`config.mk`:
```
export PLATFORM = sky130hd
export DESIGN_NAME = hazard_controller
export DESIGN_NICKNAME = d
export VERILOG_FILES = /design/src/rtl/cpu_types_pkg.sv /design/src/rtl/sat_counter.sv /design/src/rtl/hazard_controller.sv
export SDC_FILE = /design/constraint.sdc
export NUM_CORES = 1
export LEC_CHECK = 0
export CAP_MARGIN = 20
export CELL_PAD_IN_SITES_DETAIL_PLACEMENT = 0
export CELL_PAD_IN_SITES_GLOBAL_PLACEMENT = 1
export CORE_ASPECT_RATIO = 0.6
export CORE_MARGIN = 2
export CORE_UTILIZATION = 33
export CTS_BUF_LIST = sky130_fd_sc_hd__clkbuf_16
export DETAILED_ROUTE_END_ITERATION = 7
export PLACE_DENSITY = 0.88
export SETUP_SLACK_MARGIN = 0.1
export SKIP_LAST_GASP = 1
export SLEW_MARGIN = 20
export SYNTH_ARGS = -nofsm -noshare
export SYNTH_HDL_FRONTEND = slang
export SYNTH_SLANG_ARGS = --single-unit
```
`constraint.sdc`:
```
create_clock -name CLK -period 2.6 [get_ports CLK]
set_input_delay 0.26 -clock CLK [delete_from_list [all_inputs] [get_ports CLK]]
set_output_delay 0.26 -clock CLK [all_outputs]
set_load 0.1 [all_outputs]
```
`src/rtl/cpu_types_pkg.sv`:
```
// rtl/cpu_types_pkg.sv - shared pipeline control types
// Purpose: hazard controller FSM state encoding.
// Ports: none (package).
package cpu_types_pkg;

  typedef enum logic [1:0] {
    RUN    = 2'd0,
    DWAIT  = 2'd1,
    HALTED = 2'd2
  } hazard_state_t;

endpackage

```
`src/rtl/sat_counter.sv`:
```
// rtl/sat_counter.sv - saturating event counter with synchronous clear
// Purpose: counts cycles where inc=1, holds at all-ones, clr wins over inc.
// Ports:
//   clk   - clock, rising edge
//   rst   - synchronous active-high reset to zero
//   clr   - synchronous clear to zero
//   inc   - count enable for this cycle
//   count - current count, CNT_W bits
module sat_counter #(
  parameter int CNT_W = 16
) (
  input  logic             clk,
  input  logic             rst,
  input  logic             clr,
  input  logic             inc,
  output logic [CNT_W-1:0] count
);

  always_ff @(posedge clk) begin
    if (rst || clr) begin
      count <= '0;
    end else if (inc && (count != {CNT_W{1'b1}})) begin
      count <= count + 1'b1;
    end
  end

endmodule

```
`src/rtl/hazard_controller.sv`:
```
// rtl/hazard_controller.sv - five-stage pipeline stall/flush sequencer
// Purpose: per-latch enables and flushes for memory waits, load-use, branch/jump
//          redirects and halt, plus saturating stall and flush counters.
// Ports:
//   CLK, RST                         - clock, synchronous active-high reset
//   ihit, dhit                       - fetch / data access complete
//   exmem_dmemreq                    - EX/MEM instruction accesses memory
//   idex_memread, idex_rt            - load in ID/EX and its destination
//   ifid_rs, ifid_rt                 - source registers of IF/ID instruction
//   branch_taken, jump               - control redirects
//   memwb_halt                       - HALT reached MEM/WB
//   perf_clr                         - clear both performance counters
//   pc_en, *_en, *_flush             - combinational pipeline controls
//   halt                             - sticky halted flag (registered)
//   stall_cnt, flush_cnt             - saturating performance counters
module hazard_controller
  import cpu_types_pkg::*;
#(
  parameter int CNT_W = 16
) (
  input  logic             CLK,
  input  logic             RST,
  input  logic             ihit,
  input  logic             dhit,
  input  logic             exmem_dmemreq,
  input  logic             idex_memread,
  input  logic [4:0]       idex_rt,
  input  logic [4:0]       ifid_rs,
  input  logic [4:0]       ifid_rt,
  input  logic             branch_taken,
  input  logic             jump,
  input  logic             memwb_halt,
  input  logic             perf_clr,
  output logic             pc_en,
  output logic             ifid_en,
  output logic             idex_en,
  output logic             exmem_en,
  output logic             memwb_en,
  output logic             ifid_flush,
  output logic             idex_flush,
  output logic             exmem_flush,
  output logic             halt,
  output logic [CNT_W-1:0] stall_cnt,
  output logic [CNT_W-1:0] flush_cnt
);

  hazard_state_t state;

  logic mem_stall;
  logic load_use;
  logic stall_inc;
  logic flush_inc;

  assign mem_stall = exmem_dmemreq & ~dhit;
  // r0 is hardwired zero, so a load into it never creates a dependency.
  assign load_use  = idex_memread & (idex_rt != 5'd0) &
                     ((idex_rt == ifid_rs) | (idex_rt == ifid_rt));

  always_comb begin
    pc_en       = 1'b0;
    ifid_en     = 1'b0;
    idex_en     = 1'b0;
    exmem_en    = 1'b0;
    memwb_en    = 1'b0;
    ifid_flush  = 1'b0;
    idex_flush  = 1'b0;
    exmem_flush = 1'b0;
    flush_inc   = 1'b0;

    if (RST || state == HALTED || memwb_halt || mem_stall) begin
      // everything frozen
    end else if (!ihit) begin
      // No memory stall here, so any pending data access has completed:
      // retire MEM and drop a bubble into EX/MEM so that dhit is consumed.
      memwb_en    = 1'b1;
      exmem_flush = 1'b1;
    end else begin
      pc_en    = 1'b1;
      ifid_en  = 1'b1;
      idex_en  = 1'b1;
      exmem_en = 1'b1;
      memwb_en = 1'b1;
      if (branch_taken) begin
        // Younger load-use or jump are on the wrong path; squash both.
        ifid_flush = 1'b1;
        idex_flush = 1'b1;
        flush_inc  = 1'b1;
      end else if (load_use) begin
        // One bubble; a jump in IF/ID is held and seen again next cycle.
        pc_en      = 1'b0;
        ifid_en    = 1'b0;
        idex_flush = 1'b1;
      end else if (jump) begin
        ifid_flush = 1'b1;
        flush_inc  = 1'b1;
      end
    end

    stall_inc = ~RST & (state != HALTED) & ~pc_en;
  end

  always_ff @(posedge CLK) begin
    if (RST) begin
      state <= RUN;
    end else begin
      case (state)
        HALTED:  state <= HALTED;
        default: begin
          if (memwb_halt)     state <= HALTED;
          else if (mem_stall) state <= DWAIT;
          else                state <= RUN;
        end
      endcase
    end
  end

  assign halt = (state == HALTED);

  sat_counter #(.CNT_W(CNT_W)) u_stall_cnt (
    .clk   (CLK),
    .rst   (RST),
    .clr   (perf_clr),
    .inc   (stall_inc),
    .count (stall_cnt)
  );

  sat_counter #(.CNT_W(CNT_W)) u_flush_cnt (
    .clk   (CLK),
    .rst   (RST),
    .clr   (perf_clr),
    .inc   (flush_inc),
    .count (flush_cnt)
  );

endmodule

```
==> results of run 1 <==
[per-layer routing]
layer	wire length (um)	track usage, %	vias to the layer above
met5	0	0	-
met1	3240	27.2	1034
li1	-	-	1107
met4	46	4.00	0
met3	422	3.62	6
met2	2600	24.8	79
[area by class of cell]
class	count	share of cell area [%]
Multi-Input combinational cell	194	40.3
Timing Repair Buffer	84	26.9
Sequential cell	34	22.0
Clock buffer	5	3.97
Tap cell	84	3.33
Clock inverter	3	2.18
Inverter	7	1.35
[metrics by stage]
step           utilization (%)  hold slack, ps
2_1_floorplan                -             336
3_3_place_gp              47.5             476
3_5_place_dp              47.5             483
4_1_cts                   50.9             494
5_1_grt                   52.3             230
6_report                  52.3             216
[state kept, by name, summed over array words and instances, names as in the netlist]
name,count
state,2
u_flush_cnt.count,16
u_stall_cnt.count,16
[final timing paths]
check / from / end / slack [ps] / cells after the start
worst max-delay path: exmem_dmemreq / pc_en / 180 / 11
worst min-delay path: memwb_halt / state[0]$_SDFF_PP0_ / 220 / 2
worst max register to register: state[1]$_SDFF_PP0_ / u_flush_cnt.count[2]$_SDFFE_PP0P_ / 340 / 7
worst min register to register: u_flush_cnt.count[15]$_SDFFE_PP0P_ / u_flush_cnt.count[15]$_SDFFE_PP0P_ / 490 / 2
[cells in the mapped netlist, drive strengths merged, types with 3 or more instances]
master,number
nand3,16
a2111o,3
or4,14
buf,10
and3,9
nand4,8
or3,11
clkbuf,4
dfxtp,34
nor4,3
nand2,20
a21oi,25
nor2,16
o21ai,11
nor3,4
mux2i,5
xor2,11
o31ai,14
inv,6
[critical path: cells and delay by family]
family          cells  cell delay, ps
simple gates        3             680
compound gates      1              60
buf+inv             7            1150
[what timing repair did]
item                                   4_1_cts  5_1_grt
endpoints found under the hold margin        0        0
pin swaps                                    1        1
gates resized for setup                      1        3
buffers inserted                             1        3
setup endpoints to repair                    2        3
hold buffers                                 0        0
gates cloned                                 0        2
[power breakdown]
group / leakage, nW / internal, W / switching, W
clock: 0.0940 / 0.000551 / 0.000242
sequential: 0.279 / 0.000523 / 0.00000203
combinational: 0.815 / 0.0000937 / 0.000131
total: 1.19 / 0.00117 / 0.000376
[kinds of logic (layout without fill, tap and decap cells)]
group,count (synthesis),count (layout),synth area share (%)
buffers and inverters,21,99,5.29
muxes,5,5,2.46
and+or+nand+nor,110,110,30.9
DFF,34,34,33.4
adders and majority gates,2,2,1.23
AOI/OAI and AO/OA,66,66,21.9
xor gates and xnor gates,11,11,4.73
==> reports/results.txt, run 1 <==
largest net degree at the start of global routing = 30
top cells by area, synth = dfxtp_1 (33%), a21oi_1 (6.1%), o31ai_1 (4.8%)
number of antenna violations at the first check in global routing = 0
maxcap violations = 0
core area = 6030 um2
critical path fanouts, max = 7
pre-CTS setup slack = -204 ps
Data required, critical path = 2340 ps
vias in the first global route = 1896
Worst-path clk slew = 60 ps
Fill cells = 560
TritonCTS buffer count = 5
commonest cells after routing, fill and taps aside = buf_4 (47), a21oi_1 (25), dfxtp_1 (25)
Crit path largest cell delay = 440 ps
crit end category = output port
share of the synthesized area in the top cell type = 33.4%
placed cell areas = 2860 um2
post-synthesis async set-or-reset flop share = 0%
Starting Density = 33.8%
VDD IR-drop max = 0.334 mV
Setup crit start kind = input port
final setup margin = 183 ps
row cnt = 22
Area Growth Syn to Fin = 54.8%
share of cells above drive strength 1 = 29.4%
post-route cell area = 3150 um2
CP dominant cell by count = buf_12
Final nets = 353
Die Y = 64.8 um
non-filler cells, final = 411
initial drt markers = 163
CP max-delay cell = or4_4
placed instance count = 397
Final setup viols = 0
Synthesized Nets = 276
H-tree levels = 2
area of the multi-input gates = 1270 um2
GRT overflow = 0
routed len/inst = 15.4 um
setup TNS = 0 ps
Bufs on Longest Clock Path = 2
Tot Pwr = 0.00154 W
sequential-to-total area share from yosys stat = 33.4%
WL final = 6.31 mm
first-pass GRT wire length = 9.80 mm
clk_skew = 8.18 ps
cell type with the largest total area after synthesis = dfxtp_1
GP Congestion = 0.834
Final period util = 92.9%
Final min period = 2420 ps
status = complete, no violations
Syn Inst Count = 249
Worst-Skew Late Latency = 280 ps
CTS Sinks = 34
RSZ-0062 raised after global routing = false
ant diodes = 0
Synth cell types = 47
WP data arrival = 2160 ps
commonest non-fill, non-tap cell in the layout = buf_4
width of the chip = 105 um
Slew Viols, Final = 0
Vias = 2226
Die Area = 6830 um2
vias per cell = 5.42
sequential cell area = 692 um2
io pins = 66
Pre-antenna DRT Iters = 4
Lkg Pwr = 1.19 nW
worst path cell trace = clkdlybuf4s50_1, nor2b_1, or4_4, buf_6, clkinvlp_4, nand2_4, inv_12, o31ai_4, inv_2, buf_12, buf_12
register bit total from synthesis = 34
DP HPWL = 4.31 mm
Max Fclk = 414 MHz
total track usage = 17.7%
P per Cell Area = 490 nW/um2
Slew headroom = 53.3%
Port Buf Inserts = 65
average size of a mapped cell = 8.18 um2
CTS tree = done
synthesized area = 2040 um2
Setup CP Type = input port to output port
worst hold path class = input port to flip-flop
number of flops mapped to enable cells by yosys = 0
Slew @ Worst Pin = 696 ps
antenna-violating nets left = 0
Final Hold Fails = 0
residual DRC count = 0
Yosys warning count = 0
Synth Flop Type = dfxtp_1
CTS Root Cell = clkbuf_16
No activity file was read; power rests on OpenSTA's default activity.
==> inputs of run 2 (changes only) <==
- CORE_ASPECT_RATIO: 0.6 -> 0.5
- CORE_MARGIN: 2 -> 4
==> reports/results.txt, run 2 (synthesis gave the netlist of run 1 again) <==
GP Congestion = 0.831
critical path fanouts, max = 5
Final nets = 345
WP depth = 7
Setup crit start kind = input port
Net Sw Power = 0.000374 W
hold_sp = u_flush_cnt.count[15]$_SDFFE_PP0P_
Final setup viols = 0
Hold EP = u_flush_cnt.count[15]$_SDFFE_PP0P_
Fill cells = 528
Slew @ Worst Pin = 726 ps
crit end category = output port
final core occ = 53.0%
maxcap violations = 0
commonest non-fill, non-tap cell in the layout = buf_4
Critical R2R Capture = u_flush_cnt.count[14]$_SDFFE_PP0P_
worst r2r src = state[1]$_SDFF_PP0_
Final period util = 92.1%
vias in the first global route = 2125
Die Y = 63.5 um
Combinational Power Share = 13.7%
Final min period = 2390 ps
vias per cell = 5.43
residual DRC count = 0
Int Power = 0.00116 W
CP max-delay cell = or4_1
DP HPWL = 4.44 mm
hold path depth = 2
CTS tree = done
first-pass GRT wire length = 9.95 mm
clk_skew = 4.19 ps
routed len/inst = 15.3 um
row cnt = 19
CTS Sinks = 34
Setup CP Type = input port to output port
Tot Pwr = 0.00153 W
placed instance count = 395
RSZ-0062 raised after global routing = false
Worst-path clk slew = 60 ps
critical path's top delay family = buffers and inverters
Slew headroom = 51.4%
Bufs on Longest Clock Path = 2
Vias = 2189
WL final = 6.15 mm
share of cells above drive strength 1 = 27.3%
commonest cells after routing, fill and taps aside = buf_4 (44), a21oi_1 (25), dfxtp_1 (25)
CTS Root Cell = clkbuf_16
CP bufs+invs = 3
Starting Density = 35.5%
Lkg Pwr = 1.12 nW
Register-to-Register Setup Slack = 350 ps
io pins = 66
H-tree levels = 2
status = complete, no violations
Switching Fraction = 24.4%
GRT overflow = 0
worst path cell trace = clkdlybuf4s50_1, or4_1, o21ai_4, o31ai_4, buf_4, nor2_4, buf_12
Crit. Startpoint = idex_rt[1]
Worst-Skew Late Latency = 280 ps
VDD IR-drop max = 0.250 mV
ant diodes = 0
total track usage = 15.6%
TritonCTS buffer count = 5
non-filler cells, final = 403
initial drt markers = 101
width of the chip = 119 um
Port Buf Inserts = 65
top flop regs = u_flush_cnt.count: 16 flops, u_stall_cnt.count: 16 flops, state: 2 flops
Max Fclk = 418 MHz
antenna-violating nets left = 0
Worst Reg-to-Reg Cells = 7
Slew Viols, Final = 0
Data required, critical path = 2340 ps
clock share of power = 52.0%
worst hold path class = flip-flop to flip-flop
hold_buf cts = 0
Pre-antenna DRT Iters = 4
core area = 5730 um2
WP data arrival = 2130 ps
Die Area = 7570 um2
Crit path largest cell delay = 590 ps
Final Hold Fails = 0
number of antenna violations at the first check in global routing = 0
number of setup buffers added after CTS = 0
Area Growth Syn to Fin = 49.3%
largest net degree at the start of global routing = 27
sequential power share = 34.3%
P per Cell Area = 504 nW/um2
[run 2: what timing repair did]
action	in CTS	in global routing
gates resized for setup	1	2
gates cloned	0	0
endpoints found under the setup margin	2	4
[run 2: final cells by class]
type / instances / area, um2 / area share [%]
timing repair buffer: 76 / 731 / 24.0
multi-input combinational: 194 / 1270 / 41.9
inverter: 7 / 45.0 / 1.48
tap: 84 / 105 / 3.46
clock inverter: 3 / 68.8 / 2.26
clock buffer: 5 / 125 / 4.12
sequential: 34 / 692 / 22.8
[run 2: power groups by stage]
stage | registers (W) | clock network (W) | logic (W)
floorplan | 0.000544 | 0 | 0.000117
global placement | 0.000537 | 0 | 0.000205
detailed placement | 0.000537 | 0 | 0.000208
CTS | 0.000525 | 0.000803 | 0.000209
global route | 0.000525 | 0.000819 | 0.000222
finish | 0.000525 | 0.000797 | 0.000210
[run 2: how the worst max path moves through the flow]
stage                                    endpoint  slack [ps]
6_report                               ifid_flush         210
5_1_grt                                ifid_flush         120
4_1_cts                                ifid_flush         170
3_5_place_dp   u_stall_cnt.count[14]$_SDFFE_PP0P_          40
3_3_place_gp    u_stall_cnt.count[7]$_SDFFE_PP0P_          60
2_1_floorplan                               pc_en        -330
[run 2: routing by layer]
| metal | track usage (%) | part of all wire [%] |
|---|---|---|
| met3 | 3.84 | 5.7 |
| met4 | 3.61 | 0.47 |
| met2 | 27.0 | 49 |
| met5 | 0 | 0 |
| met1 | 19.5 | 45 |
[run 2: worst register-to-register path, stage by stage, from the launching register on]
cell and delay, ps:
dfxtp_1 300, nor2b_4 130, or4_4 560, nor4_2 290, o31ai_1 110, buf_4 180, or4_1 460, a21oi_1 150
[run 2: per-stage QoR]
step	hold WS [ps]	setup slack, ps	instance area [um2]	setup TNS (ps)
CTS	492	171	3030	0
global placement	473	60.4	2840	0
global route	515	121	3040	0
detailed placement	484	36.8	2840	0
floorplan	336	-335	2100	-4590
finish	490	206	3040	0
==> inputs of run 3 (changes only) <==
--- a/config.mk
+++ b/config.mk
@@ -14,4 +14,5 @@
 export CTS_BUF_LIST = sky130_fd_sc_hd__clkbuf_16
 export DETAILED_ROUTE_END_ITERATION = 7
+export GPL_ROUTABILITY_DRIVEN = 0
 export PLACE_DENSITY = 0.88
 export SETUP_SLACK_MARGIN = 0.1
==> constraint.sdc (replaced) <==
create_clock -name CLK -period 2.6 [get_ports CLK]
set_input_delay 0.26 -clock CLK [delete_from_list [all_inputs] [get_ports CLK]]
set_output_delay 0.26 -clock CLK [all_outputs]
set_load 0.01 [all_outputs]
==> reports/results.txt, run 3 (synthesis gave the netlist of run 1 again) <==
status = complete, no violations
Final Hold Fails = 0
commonest non-fill, non-tap cell in the layout = clkdlybuf4s50_1
CTS Sinks = 34
Die Y = 63.5 um
Pre-antenna DRT Iters = 4
Max Fclk = 419 MHz
VDD IR-drop max = 0.265 mV
Worst-path clk slew = 60 ps
CTS tree = done
hold_buf cts = 0
Lkg Pwr = 1.03 nW
share of cells above drive strength 1 = 10.9%
worst hold path class = flip-flop to flip-flop
initial drt markers = 186
Slew Viols, Final = 0
maxcap violations = 0
Final setup viols = 0
vias per cell = 5.38
Min Hold Slack = 492 ps
number of antenna violations at the first check in global routing = 0
routed len/inst = 14.0 um
Area Growth Syn to Fin = 45.2%
Final min period = 2390 ps
width of the chip = 119 um
crit end category = flip-flop
Bufs on Longest Clock Path = 2
first-pass GRT wire length = 9.68 mm
final core occ = 51.6%
critical path fanouts, max = 13
TritonCTS buffer count = 5
WP data arrival = 2590 ps
Final nets = 346
clk_skew = 4.27 ps
Starting Density = 35.5%
Final period util = 91.8%
residual DRC count = 0
area of the multi-input gates = 1260 um2
Vias = 2175
DP HPWL = 4.27 mm
Setup crit start kind = input port
Port Buf Inserts = 65
Data required, critical path = 2800 ps
largest net degree at the start of global routing = 27
commonest cells after routing, fill and taps aside = clkdlybuf4s50_1 (60), dfxtp_1 (34), a21oi_1 (25)
WL final = 5.66 mm
Worst-Skew Late Latency = 280 ps
P per Cell Area = 429 nW/um2
total track usage = 15.2%
vias in the first global route = 2158
Die Area = 7570 um2
GRT overflow = 0
row cnt = 19
ant diodes = 0
Fill cells = 538
Slew headroom = 51.8%
Slew @ Worst Pin = 720 ps
H-tree levels = 2
CTS Root Cell = clkbuf_16
antenna-violating nets left = 0
core area = 5730 um2
io pins = 66
Setup CP Type = input port to flip-flop
sequential cell area = 681 um2
RSZ-0062 raised after global routing = false
top flop regs = u_flush_cnt.count: 16 flops, u_stall_cnt.count: 16 flops, state: 2 flops
-- run 3: metrics by stage --
stage	worst slack (ps)	instance area (um2)	cells	TNS (ps)	power, W
after floorplan	497	2040	249	0	0.000611
after global placement	19.9	2790	395	0	0.000683
after detailed placement	-49.5	2790	395	-183	0.000688
after CTS	101	2950	404	0	0.00128
after global routing	115	2960	404	0	0.00132
final	214	2960	404	0	0.00127
-- run 3: layout make-up --
cell class                 count  area share [%]
tap                           84            3.56
sequential                    34            23.0
timing repair buffer          77            25.0
clock inverter                 3           0.720
clock buffer                   5            4.23
inverter                       7           0.889
multi-input combinational    194            42.6
-- run 3: what timing repair did --
item	4_1_cts	5_1_grt
setup endpoints to repair	4	1
setup buffers	1	0
pin swaps	1	0
resized for setup	6	1
-- run 3: report_power, final --
part           leakage, nW  switching [W]  internal [W]
clock network       0.0698       0.000236      0.000354
registers            0.274     0.00000202      0.000524
logic                0.681      0.0000779     0.0000740
total                 1.03       0.000316      0.000952
-- run 3: critical path, stage by stage --
cell	delay (ps)
clkdlybuf4s50_1	470
xor2_1	200
nor3_2	200
a22oi_2	130
o31ai_4	350
inv_2	100
buf_4	190
or4_1	510
a21oi_1	170
-- run 3: metal layers --
layer / part of all wire [%] / global-route usage [%]
met1: 47 / 19.0
met2: 49 / 26.3
met3: 3.6 / 3.22
met4: 0.69 / 4.76
met5: 0 / 0
-- run 3: final timing paths --
kind | endpoint | slack (ps) | from | cells past startpoint
setup / recovery | u_stall_cnt.count[6]$_SDFFE_PP0P_ | 210 | idex_rt[2] | 9
hold / removal | u_stall_cnt.count[12]$_SDFFE_PP0P_ | 490 | u_stall_cnt.count[12]$_SDFFE_PP0P_ | 1
setup reg to reg | u_flush_cnt.count[14]$_SDFFE_PP0P_ | 400 | state[1]$_SDFF_PP0_ | 7
hold reg to reg | u_stall_cnt.count[12]$_SDFFE_PP0P_ | 490 | u_stall_cnt.count[12]$_SDFFE_PP0P_ | 1
